--- config.mk ---
export PLATFORM = sky130hd
export DESIGN_NAME = display_scan
export DESIGN_NICKNAME = d
export VERILOG_FILES = /design/src/rtl/display_scan.sv
export SDC_FILE = /design/constraint.sdc
export NUM_CORES = 1
export LEC_CHECK = 0
export ABC_AREA = 1
export CELL_PAD_IN_SITES_DETAIL_PLACEMENT = 1
export CELL_PAD_IN_SITES_GLOBAL_PLACEMENT = 1
export CORE_ASPECT_RATIO = 1.1
export CORE_MARGIN = 8
export CORE_UTILIZATION = 40
export CTS_BUF_LIST = sky130_fd_sc_hd__clkbuf_16
export CTS_CLUSTER_DIAMETER = 120
export DETAILED_ROUTE_END_ITERATION = 12
export PLACE_DENSITY_LB_ADDON = 0.15
export SETUP_SLACK_MARGIN = 0.5
export SLEW_MARGIN = 5
export SYNTH_ARGS = -nofsm -noshare
export SYNTH_HDL_FRONTEND = slang
export SYNTH_SLANG_ARGS = --single-unit
export TNS_END_PERCENT = 10
--- constraint.sdc ---
create_clock -name clk -period 5.6 [get_ports clk]
set_clock_uncertainty 0.2 [all_clocks]
set_input_delay 0.84 -clock clk [delete_from_list [all_inputs] [get_ports clk]]
set_output_delay 0.84 -clock clk [all_outputs]
set_load 0.03 [all_outputs]
--- src/rtl/display_scan.sv ---
// Stopwatch display back-end: shift-add-3 BCD conversion of seconds, atomic latch, 4-digit scan (SSS.D).
// Optional leading-zero blanking on hundreds/tens when DISPLAY_SCAN_BLANK_EN is defined.
module display_scan #(
  parameter int unsigned SCAN_DIV = 5000
) (
  input  logic       clk,
  input  logic       reset,
  input  logic [9:0] cont_seg,
  input  logic [3:0] cont_dec,
  output logic [6:0] seg,
  output logic       dp,
  output logic [3:0] an,
  output logic       busy
);

  localparam int unsigned CW = (SCAN_DIV > 1) ? $clog2(SCAN_DIV) : 1;

  typedef enum logic [1:0] {IDLE, CONV, LATCH} state_t;

  state_t      r_state;
  logic [9:0]  r_last_seg;
  logic [3:0]  r_last_dec;
  logic [9:0]  r_bin;
  logic [11:0] r_bcd;
  logic [3:0]  r_iter;
  logic [3:0]  r_dec_cap;
  logic [3:0]  r_d_hun, r_d_ten, r_d_uni, r_d_dec;
  logic        r_busy;

  logic [CW-1:0] r_scan;
  logic [1:0]    r_idx;

  logic [11:0] w_adj;
  logic [3:0]  w_digit;
  logic        w_blank;
  logic [6:0]  w_glyph;

  always_comb begin
    w_adj = r_bcd;
    for (int unsigned i = 0; i < 3; i++) begin
      if (r_bcd[i*4 +: 4] >= 4'd5) w_adj[i*4 +: 4] = r_bcd[i*4 +: 4] + 4'd3;
    end
  end

  always_ff @(posedge clk or posedge reset) begin
    if (reset) begin
      r_state    <= IDLE;
      r_last_seg <= '0;
      r_last_dec <= '0;
      r_bin      <= '0;
      r_bcd      <= '0;
      r_iter     <= '0;
      r_dec_cap  <= '0;
      r_d_hun    <= '0;
      r_d_ten    <= '0;
      r_d_uni    <= '0;
      r_d_dec    <= '0;
      r_busy     <= 1'b0;
    end else begin
      case (r_state)
        IDLE: begin
          // Shadow registers keep the raw inputs so an out-of-range value held steady does not retrigger.
          if ({cont_seg, cont_dec} != {r_last_seg, r_last_dec}) begin
            r_last_seg <= cont_seg;
            r_last_dec <= cont_dec;
            r_bin      <= (cont_seg > 10'd999) ? 10'd999 : cont_seg;
            r_dec_cap  <= (cont_dec > 4'd9) ? 4'd9 : cont_dec;
            r_bcd      <= '0;
            r_iter     <= '0;
            r_busy     <= 1'b1;
            r_state    <= CONV;
          end
        end
        CONV: begin
          r_bcd  <= {w_adj[10:0], r_bin[9]};
          r_bin  <= {r_bin[8:0], 1'b0};
          r_iter <= r_iter + 4'd1;
          if (r_iter == 4'd9) r_state <= LATCH;
        end
        LATCH: begin
          r_d_hun <= r_bcd[11:8];
          r_d_ten <= r_bcd[7:4];
          r_d_uni <= r_bcd[3:0];
          r_d_dec <= r_dec_cap;
          r_busy  <= 1'b0;
          r_state <= IDLE;
        end
        default: r_state <= IDLE;
      endcase
    end
  end

  always_ff @(posedge clk or posedge reset) begin
    if (reset) begin
      r_scan <= '0;
      r_idx  <= '0;
    end else if (r_scan == CW'(SCAN_DIV - 1)) begin
      r_scan <= '0;
      r_idx  <= r_idx + 2'd1;
    end else begin
      r_scan <= r_scan + 1'b1;
    end
  end

  always_comb begin
    case (r_idx)
      2'd0:    w_digit = r_d_dec;
      2'd1:    w_digit = r_d_uni;
      2'd2:    w_digit = r_d_ten;
      default: w_digit = r_d_hun;
    endcase
  end

`ifdef DISPLAY_SCAN_BLANK_EN
  assign w_blank = ((r_idx == 2'd3) && (r_d_hun == 4'd0)) ||
                   ((r_idx == 2'd2) && (r_d_hun == 4'd0) && (r_d_ten == 4'd0));
`else
  assign w_blank = 1'b0;
`endif

  always_comb begin
    w_glyph = 7'b1111111;
    if (!w_blank) begin
      case (w_digit)
        4'd0:    w_glyph = 7'b1000000;
        4'd1:    w_glyph = 7'b1111001;
        4'd2:    w_glyph = 7'b0100100;
        4'd3:    w_glyph = 7'b0110000;
        4'd4:    w_glyph = 7'b0011001;
        4'd5:    w_glyph = 7'b0010010;
        4'd6:    w_glyph = 7'b0000010;
        4'd7:    w_glyph = 7'b1111000;
        4'd8:    w_glyph = 7'b0000000;
        4'd9:    w_glyph = 7'b0010000;
        default: w_glyph = 7'b1111111;
      endcase
    end
  end

  always_ff @(posedge clk or posedge reset) begin
    if (reset) begin
      seg <= 7'b1000000;
      an  <= 4'b1110;
      dp  <= 1'b1;
    end else begin
      seg <= w_glyph;
      an  <= ~(4'b0001 << r_idx);
      dp  <= (r_idx != 2'd1);
    end
  end

  assign busy = r_busy;

endmodule

==> impl_metrics.ini, run 1 <==
[global_route]
grt_pass1_wl_um = 17900
first_global_vias = 3803
antenna_found_initial = 0
track_usage_pct = 14.8
grt_start_max_net_pins = 50
overflow = 0

[power_and_ir_drop]
p_leak_uw = 0.00268
p_per_area_nw_per_um2 = 523
ir_worst_vdd_uv = 223

[cts]
cts_tree = built
cts_root_buf = clkbuf_16
postCtsHoldBufs = 0
path_clk_slew_ns = 0.06
cts_buffers = 9
cts_setup_buffers = 0
clk_path_buf_depth = 2
post_cts_resized = 0
ctsHtreeMaxLevel = 3
clock_sinks = 89
clock_latency_ns = 0.33

[yosys]
synth_compound_area_share_pct = 10.1
synth_mux_area_share_pct = 0
synth_top_family_by_area = simple AND/OR/NAND/NOR gates
synth_top_area_share_pct = 47.5
synthCells = 565
syn_nets = 598
synth_common_cells = 177 x nand2_1, 85 x dfrtp_1, 80 x inv_1, 52 x o21ai_0, 46 x nand3_1
syn_avg_cell_area_um2 = 7.92
ys_seq_area_share_pct = 49.9
synth_ff_type = dfrtp_1
synthArstFlopShare_pct = 100
yosysMostFrequentCell = nand2_1
netlist_area_um2 = 4470
yosysUniqueCellTypes = 26
synth_simple_gate_area_share_pct = 24.6
synth_seq_cells = 89
synth_xor_xnor_area_share_pct = 1.17
synth_top_cells_by_area = dfrtp_1 48%, nand2_1 15%, inv_1 6.7%
synth_top_area_cell = dfrtp_1
synth-warning-count = 0
synth_edf_count = 0
synthAdderAreaFrac_pct = 4.75

[worst_setup_path]
end_kind = flop
slowest_delay_ns = 0.58
cp_top_family = simple AND/OR/NAND/NOR gates
path_class = in2reg
path_max_fanout = 43
path_buf_inv = 3
critPathLaunchType = input port
cp_common_cell = nand2_1
critPathSlowestCell = nand2_2
worst_ep_arrival_time_ns = 3.08
crit_required_ns = 5.67
path_cells = clkdlybuf4s50_1 -> inv_1 -> nand2_1 -> nand2_1 -> nor2_1 -> nand2_1 -> nor2_1 -> nand2_1 -> nand2_2 -> buf_4 -> nand3_1 -> nand2_1

[floorplan]
io_pins = 29
start_util_pct = 41.0
fp.coreArea_um2 = 10900
dieArea_um2 = 14800
die_y_um = 127
core.rowCount = 40
fp.dieW_um = 117

[timing]
setup_violations = 0
setup_tns_ns = 0
layout_min_cycle_time_ns = 3.01
max_freq_mhz = 333
rsz0062_at_grt = false
tightest_slew_ns = 0.886
hold_viol = 0
period_share_pct = 53.7
slew_violations = 0
slew_headroom_pct = 40.8

[outcome]
status = finished, final reports clean

[finish]
diodes = 0
fillCellCount = 1382
drive_gt1_share_pct = 4.71
area_delta_synth_final_pct = 15.1
fin_nets = 623
final_area_um2 = 5150

[detailed_routing]
dr.pass1.iters = 4
num_vias = 3648
drtIter0Drc = 159
viasPerCell = 4.92
wl_um = 10100
drt-wirelength-per-cell_um = 13.6
drcViolationCount = 0
ant_nets = 0

[place]
hpwl_um = 7290
dpl_cell_area_um2 = 4840
place.gp.congestion = 0.756
io_buffers = 28

[flow_run]
cap_violations = 0

[min_path]
hold_path_class = reg2reg
[through the flow]
stage	total power, uW	setup WS (ns)	hold WS, ns	cells	util [%]
after floorplan	1820	2.26	0.242	565	-
after global placement	2040	2.26	0.270	726	44.4
after detailed placement	2090	2.22	0.268	726	44.4
after CTS	2740	2.57	0.281	742	47.2
after global routing	2930	2.30	0.307	742	47.2
final	2690	2.59	0.277	742	47.2
[power by group]
part,switching [uW],internal [uW]
clock,241,384
combinational,637,368
sequential,166,896
[metal layers]
layer,wire [um],GRT usage (%)
met1,4670,17.7
met2,5060,25.9
met4,123,4.37
met5,0,0
met3,255,3.18
[worst paths after layout]
kind | end | start | depth (start not counted) | slack (ns)
setup reg to reg | r_bcd[8] | r_last_dec[1] | 11 | 3.29
hold reg to reg | r_bcd[0] | r_bin[9] | 2 | 0.28
setup / recovery | r_bcd[8] | cont_seg[7] | 12 | 2.59
hold / removal | r_bcd[0] | r_bin[9] | 2 | 0.28
max in group asynchronous | an[2] | reset | 3 | 3.38
min in group asynchronous | r_dec_cap[1] | reset | 2 | 0.79
[worst reg2reg max path: stages, from the launching register on]
cell	delay [ns]
dfrtp_1	0.37
inv_1	0.05
nand2_1	0.05
nand2_1	0.05
nor2_1	0.12
nand2_1	0.08
nor2_1	0.10
nand2_1	0.08
nand2_2	0.58
buf_4	0.37
nand3_1	0.11
nand2_1	0.09
[area by class of cell]
class	instances	area [um2]	area share [%]
inverters	82	309	6.00
multi-input cells	377	1820	35.3
clock buffers	9	225	4.37
well taps	147	184	3.57
repair buffers	31	303	5.88
flip-flops and latches	89	2230	43.3
clock inverters	7	80.1	1.55
[cell families after synthesis]
group,after synthesis
flops,89
simple gates,268
xor+xnor,6
fa+ha+maj,17
buf+inv,99
compound gates,86
[placed cells by master (no fill, tap or decap), drive strengths merged]
cell type      synthesis  layout
clkinv                 0       3
dfrtp                 85      85
xnor2                  2       2
or2                    3       3
xor2                   4       4
and3                   1       1
nand2                179     179
nand4                  4       4
buf                   11       3
ha                    17      17
o22ai                  3       3
clkbuf                 6       9
nand3                 46      46
nor3                   4       4
bufinv                 0       2
o21ai                 55      55
nor2                  31      31
a31oi                  5       5
inv                   82      84
clkdlybuf4s50          0      28
o211ai                 4       4
dfstp                  4       4
a21oi                 19      19
[state kept, by name, summed over array words and instances (netlist names), 2 cells and up]
signal / flops
r_iter: 4
r_idx: 2
r_d_dec: 4
r_d_uni: 4
r_last_dec: 4
r_dec_cap: 4
r_last_seg: 10
r_d_hun: 4
an: 3
r_state: 2
r_bcd: 12
seg: 7
r_scan: 13
r_d_ten: 4
r_bin: 10
(Power assumes the default switching activity.)
==> run 2, diff against run 1 <==
clock period = 2.8 ns   (was 5.6 ns; I/O delays follow)
==> run 2 against run 1 <==
Compared with the run above: global-route usage rose by 0.58 points; count of clock-buffer cells in the layout did not move; non-clock buffer count rose by 7; routed wire length rose by 4.1%; setup slack got worse by 2.0 ns; clock power rose by 70%; cell count rose by 0.94%; combinational power rose by 110%; power rose by 98%; critical path type is now reg2reg; largest power group is now combinational logic; highest routed layer unchanged.
==> impl_metrics.ini, run 2 (synthesis gave the netlist of run 1 again) <==
[detailed_routing]
wl_met1_um = 4920
drtIter0Drc = 125
drt-wirelength-per-cell_um = 14.1
ant_nets = 0
num_vias = 3720
wl_met3_um = 284
wl_met2_um = 5100
viasPerCell = 4.97
wl_um = 10500
top_layer = met4
dr.pass1.iters = 4
drcViolationCount = 0

[finish]
layout_common_cells = 177 x nand2_1, 85 x dfrtp_1, 80 x inv_1
multiInputGateArea_um2 = 1840
reg_top3 = r_scan (13), r_bcd (12)
fin_nets = 630
fillCellCount = 1384
regMostFlops = r_scan
largest_reg_flops = 13
seq_area_um2 = 2230
diodes = 0
layout_commonest_cell = nand2_1
area_delta_synth_final_pct = 16.9
drive_gt1_share_pct = 5.98

[timing]
hold_viol = 0
max_freq_mhz = 462
tightest_slew_ns = 0.735
period_share_pct = 77.3
setup_violations = 0
slew_violations = 0
layout_min_cycle_time_ns = 2.16
setup_slack_ns = 0.635
slew_headroom_pct = 50.9
rsz0062_at_grt = false
setup_tns_ns = 0

[place]
dp_slack_ns = 0.250
hpwl_um = 7650
place.gp.congestion = 0.824
io_buffers = 28

[cts]
postCtsHoldBufs = 0
path_clk_slew_ns = 0.06
clock_sinks = 89
clock_latency_ns = 0.34
clk_path_buf_depth = 2
cts_buffers = 9
cts_tree = built
ctsHtreeMaxLevel = 3
cts_root_buf = clkbuf_16

[floorplan]
start_util_pct = 41.0
dieArea_um2 = 14800
fp.dieW_um = 117
io_pins = 29
core.rowCount = 40
die_y_um = 127
fp.coreArea_um2 = 10900

[global_route]
grt_start_max_net_pins = 43
overflow = 0
grt_pass1_wl_um = 18200
first_global_vias = 3731
track_usage_pct = 15.4
antenna_found_initial = 0

[worst_setup_path]
end_kind = flop
worst_ep_arrival_time_ns = 2.16
path_class = reg2reg
crit_required_ns = 2.79
critPathLaunchType = flop
path_max_fanout = 5

[power_and_ir_drop]
p_per_area_nw_per_um2 = 1020
ir_worst_vdd_uv = 448
p_leak_uw = 0.00270

[outcome]
status = finished, final reports clean

[min_path]
hold_path_class = reg2reg

[flow_run]
cap_violations = 0
-- run 2: layout make-up --
cell class,instances,share of cell area (%)
clock buffer,9,4.31
clock inverter,7,0.574
inverter,82,5.96
multi-input combinational,377,35.2
sequential,89,42.7
tap,147,3.52
timing repair buffer,38,7.75
-- run 2: report_power, final --
part	leakage, uW	switching, uW	total [uW]	internal, uW
Clock	0.000128	482	1060	582
Combinational	0.00148	1320	2140	816
Sequential	0.00109	334	2130	1790
Total	0.00270	2140	5330	3190
-- run 2: path summary, 6_finish.rpt --
check,slack (ns),start,cells past startpoint,endpoint
worst max-delay path,0.64,r_idx[0],9,seg[5]
worst min-delay path,0.28,r_d_dec[3],2,r_d_dec[3]
worst max register to register,0.64,r_idx[0],9,seg[5]
worst min register to register,0.28,r_d_dec[3],2,r_d_dec[3]
max in group asynchronous,1.43,reset,3,an[2]
min in group asynchronous,0.32,reset,2,r_d_dec[3]
-- run 2: layer usage --
metal / GRT usage [%] / vias to the layer above
met1: 19.8 / 1825
li1: - / 1844
met4: 7.39 / 0
met2: 24.4 / 36
met3: 2.75 / 15
met5: 0 / -
-- run 2: critical path, stage by stage (launching register included) --
cell     delay, ns
dfrtp_1       0.40
inv_1         0.10
ha_1          0.28
nand2_1       0.09
nand2_1       0.08
o22ai_4       0.20
inv_1         0.12
ha_1          0.24
o21ai_1       0.19
a31oi_1       0.10
-- run 2: stage by stage --
| step | area (um2) | power (uW) | std cells | hold slack (ns) | util, % |
|---|---|---|---|---|---|
| after floorplan | 4480 | 3640 | 565 | 0.242 | - |
| after detailed placement | 4920 | 4240 | 729 | 0.271 | 45.1 |
| after CTS | 5190 | 5380 | 745 | 0.288 | 47.6 |
| final | 5230 | 5330 | 749 | 0.282 | 47.9 |
| after global placement | 4920 | 4130 | 729 | 0.266 | 45.1 |
| after global routing | 5230 | 5830 | 749 | 0.325 | 47.9 |
-- run 2: what timing repair did --
action / 4_1_cts / 5_1_grt
endpoints found under the hold margin: 0 / 0
gates resized for setup: 4 / 2
endpoints found under the setup margin: 2 / 30
pin swaps: 0 / 1
buffers inserted: 0 / 4
==> run 3, diff against run 2 <==
clock period = 2.2 ns   (was 2.8 ns; I/O delays follow)
==> run 3 against run 2 <==
Compared with the run above: core utilization increased by 6.1 points; sequential power increased by 28%; global-route usage grew 0.90 points; routed wire length rose by 19%; largest power group unchanged.
==> impl_metrics.ini, run 3 (synthesis gave the netlist of run 1 again) <==
[global_route]
grt_start_max_net_pins = 90
track_usage_pct = 16.3
grt_pass1_wl_um = 19300
overflow = 0
antenna_found_initial = 0
first_global_vias = 4026

[power_and_ir_drop]
p_leak_uw = 0.00305
p_per_area_nw_per_um2 = 1310
ir_worst_vdd_uv = 565

[detailed_routing]
wl_met2_um = 6550
wl_met1_um = 5440
viasPerCell = 5.05
num_vias = 3926
drcViolationCount = 0
top_layer = met4
wl_um = 12500
drt-wirelength-per-cell_um = 16.1
drtIter0Drc = 119
wl_met3_um = 269
ant_nets = 0
dr.pass1.iters = 4

[timing]
period_share_pct = 89.2
slew_headroom_pct = 64.6
setup_violations = 0
worst_hold_slack_ns = 0.113
slew_violations = 0
layout_min_cycle_time_ns = 1.96
setup_slack_ns = 0.238
max_freq_mhz = 510
hold_viol = 0
rsz0062_at_grt = true
tightest_slew_ns = 0.529

[finish]
reg_top3 = r_scan (13), r_bcd (12)
layout_commonest_cell = nand2_1
regMostFlops = r_scan
diodes = 0
drive_gt1_share_pct = 19.8
utilization_pct = 54.1
largest_reg_flops = 13
layout_common_cells = 163 x nand2_1, 82 x dfrtp_1, 70 x inv_1
layoutNonFillerInstCount = 777
area_delta_synth_final_pct = 31.9
fin_nets = 658

[worst_setup_path]
path_max_fanout = 5
slowest_delay_ns = 0.47
worst_ep_arrival_time_ns = 2.03
end_kind = flop
cp_top_family = buffers and inverters
critPathSlowestCell = dfrtp_2
path_class = reg2reg
path_cells = inv_4 -> ha_4 -> nand2_2 -> nand2_2 -> o22ai_2 -> buf_4 -> buf_6 -> buf_4 -> a21oi_1 -> a21oi_1
critPathLaunchType = flop
path_buf_inv = 4
crit_required_ns = 2.26

[cts]
cts_buffers = 9
clk_path_buf_depth = 2
path_clk_slew_ns = 0.06
cts_tree = built
clock_sinks = 89
ctsHtreeMaxLevel = 3
cts_root_buf = clkbuf_16
clock_latency_ns = 0.35
postCtsHoldBufs = 0

[floorplan]
dieArea_um2 = 14800
io_pins = 29
die_y_um = 127
fp.dieW_um = 117
fp.coreArea_um2 = 10900
start_util_pct = 41.0
core.rowCount = 40

[place]
place.gp.congestion = 0.821
io_buffers = 28
dp_slack_ns = -0.0820
placed_cells_incl_taps = 738
hpwl_um = 7330

[min_path]
hold_path_class = in2reg

[flow_run]
cap_violations = 0

[outcome]
status = finished, final reports clean
[run 3: what timing repair did]
item                       CTS  global route
setup endpoints to repair   87            89
gates cloned                 0             8
setup buffers                5            10
resized for setup           64            71
pin swaps                   13            20
[run 3: metrics by stage]
| stage | power, uW | TNS (ns) | cell area (um2) |
|---|---|---|---|
| after floorplan | 4640 | 0 | 4480 |
| after global placement | 5280 | -0.438 | 4960 |
| after detailed placement | 5460 | -2.22 | 4960 |
| after CTS | 7190 | 0 | 5460 |
| after global routing | 8290 | 0 | 5900 |
| final | 7700 | 0 | 5900 |
[run 3: final timing paths]
kind                              from             to  slack, ns  cells after the start
min reg2reg                       busy           busy       0.29                      2
min in group asynchronous        reset          an[0]       0.28                      3
max                           r_idx[1]         seg[6]       0.24                     10
max reg2reg                   r_idx[1]         seg[6]       0.24                     10
min                        cont_seg[0]  r_last_seg[0]       0.11                      3
max in group asynchronous        reset       r_bcd[0]       1.12                      3
[run 3: worst reg2reg max path, stage by stage (launching register included)]
cell and delay (ns):
dfrtp_2 0.47, inv_4 0.11, ha_4 0.18, nand2_2 0.07, nand2_2 0.07, o22ai_2 0.08, buf_4 0.14, buf_6 0.12
buf_4 0.13, a21oi_1 0.17, a21oi_1 0.12
[run 3: final cells by class]
class | count | area, um2
clock buffers | 9 | 225
clock inverters | 7 | 52.6
fillers | 1315 | 5010
inverters | 82 | 323
multi-input cells | 378 | 2170
flip-flops and latches | 89 | 2240
well taps | 147 | 184
repair buffers | 64 | 702
repair inverters | 1 | 7.51
[run 3: layer usage]
layer	up-vias	track usage, %
li1	1905	-
met1	1974	20.1
met2	29	27.0
met3	18	2.85
met4	0	7.69
met5	-	0
[run 3: report_power, final]
part | switching [uW] | internal [uW]
clock network | 643 | 857
registers | 450 | 2280
logic | 2040 | 1430
